`src/rtl/mux_gate_seq.sv`:
```
// Bit-serial logic-op sequencer: one shared 2:1 mux evaluates an operand pair
// LSB first. The mux is steered by operand A and fed constants or B by op code.
module mux_gate_seq #(
  parameter int WIDTH = 8,
  parameter int CW    = 5
) (
  input  logic             clk,
  input  logic             rst,
  input  logic             start,
  input  logic [2:0]       op,
  input  logic [WIDTH-1:0] a,
  input  logic [WIDTH-1:0] b,
  output logic             busy,
  output logic             done,
  output logic             err,
  output logic [WIDTH-1:0] y
);

  typedef enum logic [1:0] {S_IDLE, S_RUN, S_DONE} state_t;

  localparam logic [CW-1:0] LAST = CW'(WIDTH - 1);

  state_t           state_q, state_d;
  logic [CW-1:0]    cnt_q, cnt_d;
  logic [WIDTH-1:0] a_q, a_d, b_q, b_d, sr_q, sr_d, y_q, y_d;
  logic [2:0]       op_q, op_d;
  logic             err_q, err_d;
  logic             mux_i0, mux_i1, bit_res;

  // Data-input configuration of the shared mux for the captured op.
  always_comb begin
    mux_i0 = 1'b0;
    mux_i1 = 1'b0;
    case (op_q)
      3'b000:  begin mux_i0 = 1'b0;   mux_i1 = b_q[0];  end
      3'b001:  begin mux_i0 = b_q[0]; mux_i1 = 1'b1;    end
      3'b010:  begin mux_i0 = 1'b1;   mux_i1 = ~b_q[0]; end
      3'b011:  begin mux_i0 = ~b_q[0]; mux_i1 = 1'b0;   end
      3'b100:  begin mux_i0 = b_q[0]; mux_i1 = ~b_q[0]; end
      3'b101:  begin mux_i0 = ~b_q[0]; mux_i1 = b_q[0]; end
      3'b110:  begin mux_i0 = 1'b1;   mux_i1 = 1'b0;    end
      default: begin mux_i0 = 1'b0;   mux_i1 = 1'b0;    end
    endcase
  end

  // The single mux cell; operand A's current bit is the select.
  assign bit_res = a_q[0] ? mux_i1 : mux_i0;

  always_comb begin
    state_d = state_q;
    cnt_d   = cnt_q;
    a_d     = a_q;
    b_d     = b_q;
    op_d    = op_q;
    sr_d    = sr_q;
    y_d     = y_q;
    err_d   = err_q;
    case (state_q)
      S_IDLE: begin
        if (start) begin
          if (op == 3'b111) begin
            state_d = S_DONE;
            err_d   = 1'b1;
            y_d     = '0;
          end else begin
            state_d = S_RUN;
            a_d     = a;
            b_d     = b;
            op_d    = op;
            cnt_d   = '0;
          end
        end
      end
      S_RUN: begin
        // Operands shift right so bit[counter] always sits at position 0.
        a_d  = a_q >> 1;
        b_d  = b_q >> 1;
        sr_d = {bit_res, sr_q[WIDTH-1:1]};
        if (cnt_q == LAST) begin
          y_d     = {bit_res, sr_q[WIDTH-1:1]};
          err_d   = 1'b0;
          state_d = S_DONE;
        end else begin
          cnt_d = cnt_q + CW'(1);
        end
      end
      S_DONE:  state_d = S_IDLE;
      default: state_d = S_IDLE;
    endcase
  end

  always_ff @(posedge clk or posedge rst) begin
    if (rst) begin
      state_q <= S_IDLE;
      cnt_q   <= '0;
      a_q     <= '0;
      b_q     <= '0;
      op_q    <= '0;
      sr_q    <= '0;
      y_q     <= '0;
      err_q   <= 1'b0;
    end else begin
      state_q <= state_d;
      cnt_q   <= cnt_d;
      a_q     <= a_d;
      b_q     <= b_d;
      op_q    <= op_d;
      sr_q    <= sr_d;
      y_q     <= y_d;
      err_q   <= err_d;
    end
  end

  assign busy = (state_q != S_IDLE);
  assign done = (state_q == S_DONE);
  assign err  = err_q;
  assign y    = y_q;

endmodule

```
`config.mk`:
```
export PLATFORM = sky130hd
export DESIGN_NAME = mux_gate_seq
export DESIGN_NICKNAME = d
export VERILOG_FILES = /design/src/rtl/mux_gate_seq.sv
export SDC_FILE = /design/constraint.sdc
export NUM_CORES = 1
export LEC_CHECK = 0
export ABC_AREA = 1
export CAP_MARGIN = 20
export CORE_ASPECT_RATIO = 0.6
export CORE_MARGIN = 5
export CORE_UTILIZATION = 35
export DETAILED_ROUTE_END_ITERATION = 12
export GPL_ROUTABILITY_DRIVEN = 0
export SYNTH_ARGS = -nofsm -noshare
export SYNTH_HDL_FRONTEND = slang
export SYNTH_SLANG_ARGS = --single-unit
export TNS_END_PERCENT = 20
```
`constraint.sdc`:
```
create_clock -name clk -period 2.82 [get_ports clk]
set_input_delay 0.846 -clock clk [delete_from_list [all_inputs] [get_ports clk]]
set_output_delay 0.846 -clock clk [all_outputs]
set_load 0.005 [all_outputs]
```
## Word-level counts from Yosys, hierarchy flattened

Cells that the tools add are included.

| cells by class | value |
|---|---|
| $add $sub $neg | 1 |
| equal/unequal tests | 15 |
| multiplexer cells | 25 |
| bitwise gates (word level) | 2 |
| reduce and logical (&&, ||, !) cells | 14 |

Operator list:

| kind | number |
|---|---|
| two-way mux 8 bit | 7 |
| case mux 8 bit (2 select lines) | 3 |
| two-way mux 5 bit | 3 |
| == test 3 bit, second input constant | 4 |
| != test 2 bit, second input constant | 5 |
| case mux 5 bit (2 select lines) | 1 |
| OR reduction 2 bit | 5 |
| AND reduction 4 bit | 2 |
| == test 3 x 2 -> 1 bit, second input constant | 2 |
| two-way mux 2 bit | 3 |
| case mux 1 bit (3 select lines) | 2 |
| AND reduction 3 bit | 2 |
| adder 5 x 1 -> 5 bit, second input constant | 1 |
| == test 5 x 3 -> 1 bit, second input constant | 1 |
| two-way mux 1 bit | 4 |
| case mux 2 bit (2 select lines) | 1 |
| nonzero test 2 bit | 2 |
| == test 3 x 1 -> 1 bit, second input constant | 1 |
| zero test 3 bit | 1 |
| == test 2 x 1 -> 1 bit, second input constant | 1 |
| == test 2 bit, second input constant | 1 |
| zero test 2 bit | 1 |
| NOT 1 bit | 2 |
| case mux 1 bit (2 select lines) | 1 |
| AND reduction 2 bit | 1 |

| storage, ports and cells | value |
|---|---|
| bits in registers | 43 |
| output and inout port bits | 11 |

## Logic depth before layout (Yosys ltp)

Gate-level depths: netlist (run 1).

| depth | value |
|---|---|
| depth in word-level cells | 6 |
| mapped depth | 9 |

## Least setup slack after synthesis (run 1)

No wires, ideal clock.

| timing | value |
|---|---|
| path type | input-to-reg |
| from | in start |
| to | reg a_q[4] |
| arrival time | 1.501 ns |
| required time | 2.690 ns |
| setup slack | 1.189 ns |
| stages on the path | 5 |
| path buffers | 1 |
| cells stage by stage | o21ai_1 nor2_4 buf_4 o211ai_1 o21ai_0 |

| between the ends | value |
|---|---|
| word-level cells in the longest chain between the ends | 2 |

RTL lines:

| element | RTL line | source |
|---|---|---|
| from (decl) | 9 | `input logic start,` |
| != test 2 bit (no source line) | -- |  |
| AND reduction 3 bit (no source line) | -- |  |
| to (signal assigned) | 96 | `a_q <= '0;` |
| to (signal assigned) | 105 | `a_q <= a_d;` |
| to (decl) | 25 | `logic [WIDTH-1:0] a_q, a_d, b_q, b_d, sr_q, sr_d, y_q, y_d;` |

No other way between the ends.
A chain may end at the register's enable or synchronous reset.

## Worst setup path after layout (run 1)

| timing | value |
|---|---|
| from | reg state_q[0] |
| to | out busy |

| between the ends | value |
|---|---|
| word-level cells in the longest chain between the ends | 1 |

RTL lines:

| element | RTL line | source |
|---|---|---|
| from (decl) | 23 | `state_t state_q, state_d;` |
| from (signal assigned) | 103 | `state_q <= state_d;` |
| nonzero test 2 bit | 114 | `assign busy = (state_q != S_IDLE);` |
| to (decl) | 13 | `output logic busy,` |

No other way between the ends.

==> results.yml, run 1 <==
cts:
  htreeDepth: 2
  cts_buffer_depth: 2
  path_clk_slew_ns: 0.09
  cts-hold-fix-buffers: 0
  cts_tree: "built"
  post_cts_buffers: 0
  post_cts_resized: 0
  cts_num_sinks: 42
  numCtsBuffers: 5
  clk_latency_ns: 0.30
  root_buffer: "clkbuf_8"
global_routing:
  antenna_found_initial: 0
  overflow: 0
  grt_pass1_vias: 1438
  track_usage_pct: 12.4
  grt_pass1_wl_um: 7000
  grt_max_degree: 43
final_layout:
  area_growth_pct: 23.3
  nFillCells: 561
  antennaDiodeCount: 0
  finalCoreUtilization_pct: 44.1
  stdcell_count: 331
  drive_above_1_share_pct: 11.5
  nets: 284
  post-route-cell-area_sq_um: 2430
synthesis:
  yosysMostFrequentCell: "nand2_1"
  syn-cell-area_sq_um: 1970
  synth_area_per_cell_sq_um: 8.69
  netlist_instances: 227
  synth-edff-count: 0
  synthesis.nets: 250
  ys_ff_latch: 42
  async_reset_ff_share_pct: 100
  yosysSeqAreaShare_pct: 53.3
  synth_flop_cell: "dfrtp_1"
  synth_commonest_cells: "nand2_1 (70), dfrtp_1 (42), inv_1 (26)"
  yosysWarnings: 0
  synth_top_area_share_pct: 53.3
  synth_area_leaders: "dfrtp_1 (53%), nand2_1 (13%), o211ai_1 (5.3%)"
  synth_cell_type_count: 25
  yosysTopAreaCell: "dfrtp_1"
timing:
  worstMarginPinSlew_ns: 0.536
  setup_viol: 0
  rsz0062_at_grt: "no"
  setup-tns-final_ns: 0
  period_minus_slack_ns: 2.20
  fin_skew_ns: 0.00794
  hold_viol_final: 0
  fin_crit_sh_pct: 78.2
  slew-limit-headroom_pct: 64.3
  whs_ns: 0.488
  fmax_ghz: 0.454
  drv_slew: 0
floorplan:
  rows: 21
  start_util_pct: 35.8
  die_width_um: 107
  core_sq_um: 5520
  ios: 33
  dieArea_sq_um: 7290
  die-height_um: 68.2
critical_path:
  cp_data_required_time_ns: 1.97
  max_stage_delay_ns: 0.51
  critPathTopFamily: "buffers and inverters"
  cp-end-kind: "output port"
  arrival_ns: 1.36
  crit_fanout: 4
  cp_slowest_cell: "clkdlybuf4s50_1"
  crit_buf_inv: 2
  startpoint_type: "register"
  setup.worst_path.class: "reg -> out"
  crit_chain: "inv_2, nand2_2, clkdlybuf4s50_1"
place:
  hpwlAfterDp_um: 2880
  port_buffers: 32
  dpl_cell_area_sq_um: 2340
  post-place-cells: 323
power_and_ir_drop:
  leakage_nw: 1.15
  pwr_density_cell_nw_per_um2: 1080
  ir_drop_mv: 0.312
route:
  vias_per_cell: 4.60
  totalWireLength_um: 3960
  detail-route-antenna-nets: 0
  dr.pass1.iters: 5
  wire_per_inst_um: 12.0
  vias: 1522
  drt-initial-drc-count: 43
  post-route-drc-count: 0
flow_run:
  maxCapViolCount: 0
run_status:
  run_status: "complete, no violations"
worst_hold_path:
  hp-class: "reg -> reg"
## power breakdown
group,total [mW],switching (mW),internal (mW)
logic,1.21,0.726,0.480
registers,1.02,0.140,0.877
clock network,0.395,0.221,0.174
total,2.62,1.09,1.53
## state kept, by name (all words and copies together), names as in the netlist
signal and count:
a_q 8, b_q 8, y 8, sr_q 7
cnt_q 5, op_q 3, state_q 2, err 1
## worst min-delay path, cell delays in order, from the launching register on
cell     delay [ns]
dfrtp_1        0.35
nand2_1        0.05
nand2_1        0.06
## cells in the final DEF, fill, tap and decap left out, types with 6 or more instances in the layout
| master | Yosys | layout |
|---|---|---|
| clkdlybuf4s50_1 | 0 | 32 |
| dfrtp_1 | 42 | 42 |
| inv_1 | 26 | 26 |
| nand2_1 | 70 | 70 |
| nand3_1 | 11 | 11 |
| nor2_1 | 6 | 6 |
| o211ai_1 | 14 | 14 |
| o21ai_0 | 18 | 18 |
| o21ai_2 | 9 | 9 |
## stage by stage
| step | worst slack (ns) | total power, mW |
|---|---|---|
| 2_1_floorplan | 1.00 | 1.95 |
| 3_3_place_gp | 0.577 | 2.23 |
| 3_5_place_dp | 0.560 | 2.25 |
| 4_1_cts | 0.594 | 2.65 |
| 5_1_grt | 0.540 | 2.89 |
| 6_report | 0.616 | 2.62 |
## path summary, 6_finish.rpt
| check | endpoint | startpoint | slack [ns] | cells past startpoint |
|---|---|---|---|---|
| worst max-delay path | busy | state_q[0] | 0.62 | 3 |
| worst min-delay path | sr_q[7] | sr_q[7] | 0.49 | 2 |
| worst max register to register | a_q[5] | state_q[1] | 0.99 | 7 |
| worst min register to register | sr_q[7] | sr_q[7] | 0.49 | 2 |
| max in group asynchronous | a_q[3] | rst | 1.47 | 3 |
| min in group asynchronous | op_q[1] | rst | 0.99 | 3 |
## kinds of logic after synthesis
kind of cell               after synthesis  share of synthesized area, %
DFF                                     42                          53.3
AOI/OAI and AO/OA                       51                          16.8
and+or+nand+nor                         91                          19.3
adders and majority gates                1                         0.634
buffers and inverters                   41                          9.51
xor gates and xnor gates                 1                         0.444
## cell type report
| class | instances | area [sq um] | area share [%] |
|---|---|---|---|
| Tap cell | 69 | 86.3 | 3.55 |
| Sequential cell | 42 | 1050 | 43.2 |
| Timing Repair Buffer | 36 | 350 | 14.4 |
| Multi-Input combinational cell | 144 | 734 | 30.2 |
| Inverter | 32 | 120 | 4.94 |
| Clock buffer | 5 | 68.8 | 2.83 |
| Clock inverter | 3 | 21.3 | 0.874 |
## layer usage
| layer | track usage (%) | wire (um) |
|---|---|---|
| met1 | 18.1 | 2170 |
| met2 | 16.9 | 1540 |
| met3 | 4.52 | 226 |
| met4 | 3.35 | 29 |
| met5 | 0 | 0 |
Note: power is estimated with default switching activity, not from simulation.
==> run 2, diff against run 1 <==
==> constraint.sdc (replaced) <==
create_clock -name clk -period 2.2 [get_ports clk]
set_input_delay 0.66 -clock clk [delete_from_list [all_inputs] [get_ports clk]]
set_output_delay 0.66 -clock clk [all_outputs]
set_load 0.005 [all_outputs]
==> run 2 against run 1 <==
Against the previous run:
- cell count is 0.30% higher
- utilization is 0.36 points higher
- critical path type unchanged
- clock power is 29% higher
- routed wire length is 0.71% lower
- largest cell class unchanged
- sequential power is 27% higher
- global-route usage is 0.099 points lower
- highest routed layer unchanged
- critical path depth stayed put
==> results.yml, run 2 (synthesis results as in run 1) <==
place:
  hpwlAfterDp_um: 2720
  place_ws_ns: -0.107
  dpl_cell_area_sq_um: 2360
  port_buffers: 32
  post-place-cells: 324
critical_path:
  r2r-start: "cnt_q[0]"
  critical_path.startpoint: "state_q[0]"
  cp_data_required_time_ns: 1.54
  crit_fanout: 4
  reg2regPathDepth: 9
  arrival_ns: 1.38
  cp-end-kind: "output port"
  regToRegEndpoint: "y[7]"
  r2r_slack_ns: 0.57
  startpoint_type: "register"
  setup.worst_path.class: "reg -> out"
route:
  vias: 1526
  post-route-drc-count: 0
  drt-initial-drc-count: 50
  met3_length_um: 238
  dr.pass1.iters: 4
  detail-route-antenna-nets: 0
  topRoutingLayerUsed: "met4"
  dr_wl_met2_um: 1530
  vias_per_cell: 4.60
  met1_length_um: 2130
  wire_per_inst_um: 11.9
  totalWireLength_um: 3940
final_layout:
  drive_above_1_share_pct: 11.8
  nets: 285
  nFillCells: 552
  finalCoreUtilization_pct: 44.4
  antennaDiodeCount: 0
  stdcell_count: 332
  layout_commonest_cell: "nand2_1"
  mostFrequentLayoutCells: "nand2_1 (70), dfrtp_1 (42), clkdlybuf4s50_1 (32)"
  post-route-cell-area_sq_um: 2450
  area_growth_pct: 24.3
global_routing:
  grt_pass1_vias: 1496
  track_usage_pct: 12.3
  grt_pass1_wl_um: 7010
  antenna_found_initial: 0
  grt_max_degree: 43
  overflow: 0
cts:
  cts_tree: "built"
  clk_latency_ns: 0.30
  post_cts_resized: 0
  htreeDepth: 2
  cts_buffer_depth: 2
  numCtsBuffers: 5
  cts-hold-fix-buffers: 0
  post_cts_buffers: 0
  cts_num_sinks: 42
  root_buffer: "clkbuf_8"
  path_clk_slew_ns: 0.08
floorplan:
  rows: 21
  core_sq_um: 5520
  die-height_um: 68.2
  die_width_um: 107
  dieArea_sq_um: 7290
  ios: 33
  start_util_pct: 35.8
timing:
  worstMarginPinSlew_ns: 0.630
  period_minus_slack_ns: 2.04
  drv_slew: 0
  hold_viol_final: 0
  setup_ws_ns: 0.163
  fmax_ghz: 0.491
  setup_viol: 0
  setup-tns-final_ns: 0
  rsz0062_at_grt: "no"
  fin_crit_sh_pct: 92.6
  slew-limit-headroom_pct: 57.9
  whs_ns: 0.483
  fin_skew_ns: 0.0115
flow_run:
  maxCapViolCount: 0
power_and_ir_drop:
  pwr_density_cell_nw_per_um2: 1370
  ir_drop_mv: 0.461
  leakage_nw: 1.16
  finalPower_mw: 3.37
worst_hold_path:
  hp-class: "reg -> reg"
  hold_path_startpoint: "sr_q[2]"
  hold_depth: 2
  hold-path-endpoint: "sr_q[2]"
run_status:
  run_status: "complete, no violations"
==> run 2: cell types whose count changed in the layout (fill, tap and decap cells not counted) <==
cell / delta
buf_12: +1
==> run 2: cell type report <==
type | instances | area (sq um) | share of cell area (%)
Inverter | 32 | 120 | 4.90
Timing Repair Buffer | 37 | 370 | 15.1
Clock inverter | 3 | 21.3 | 0.867
Tap cell | 69 | 86.3 | 3.52
Sequential cell | 42 | 1050 | 42.9
Clock buffer | 5 | 68.8 | 2.81
Multi-Input combinational cell | 144 | 734 | 29.9
==> run 2: worst max path at each step <==
stage | depth (start not counted) | to
2_1_floorplan | 1 | a_q[0]
3_3_place_gp | 6 | cnt_q[4]
6_report | 3 | busy
5_1_grt | 7 | cnt_q[3]
4_1_cts | 3 | busy
3_5_place_dp | 6 | cnt_q[3]
==> run 2: worst max-delay path, cell delays in order (launching register included) <==
cell	delay, ns
dfrtp_1	0.41
inv_2	0.07
nand2_2	0.10
clkdlybuf4s50_1	0.50
==> run 2: per-layer routing <==
layer | vias to the layer above | track usage, %
li1 | 800 | -
met1 | 688 | 17.7
met2 | 33 | 16.8
met3 | 5 | 3.86
met4 | 0 | 5.10
met5 | - | 0
==> run 2: where the power goes <==
part	leakage, nW	total [mW]	switching (mW)	internal [mW]
registers	0.528	1.30	0.180	1.12
clock network	0.0441	0.508	0.285	0.223
logic	0.591	1.55	0.934	0.620
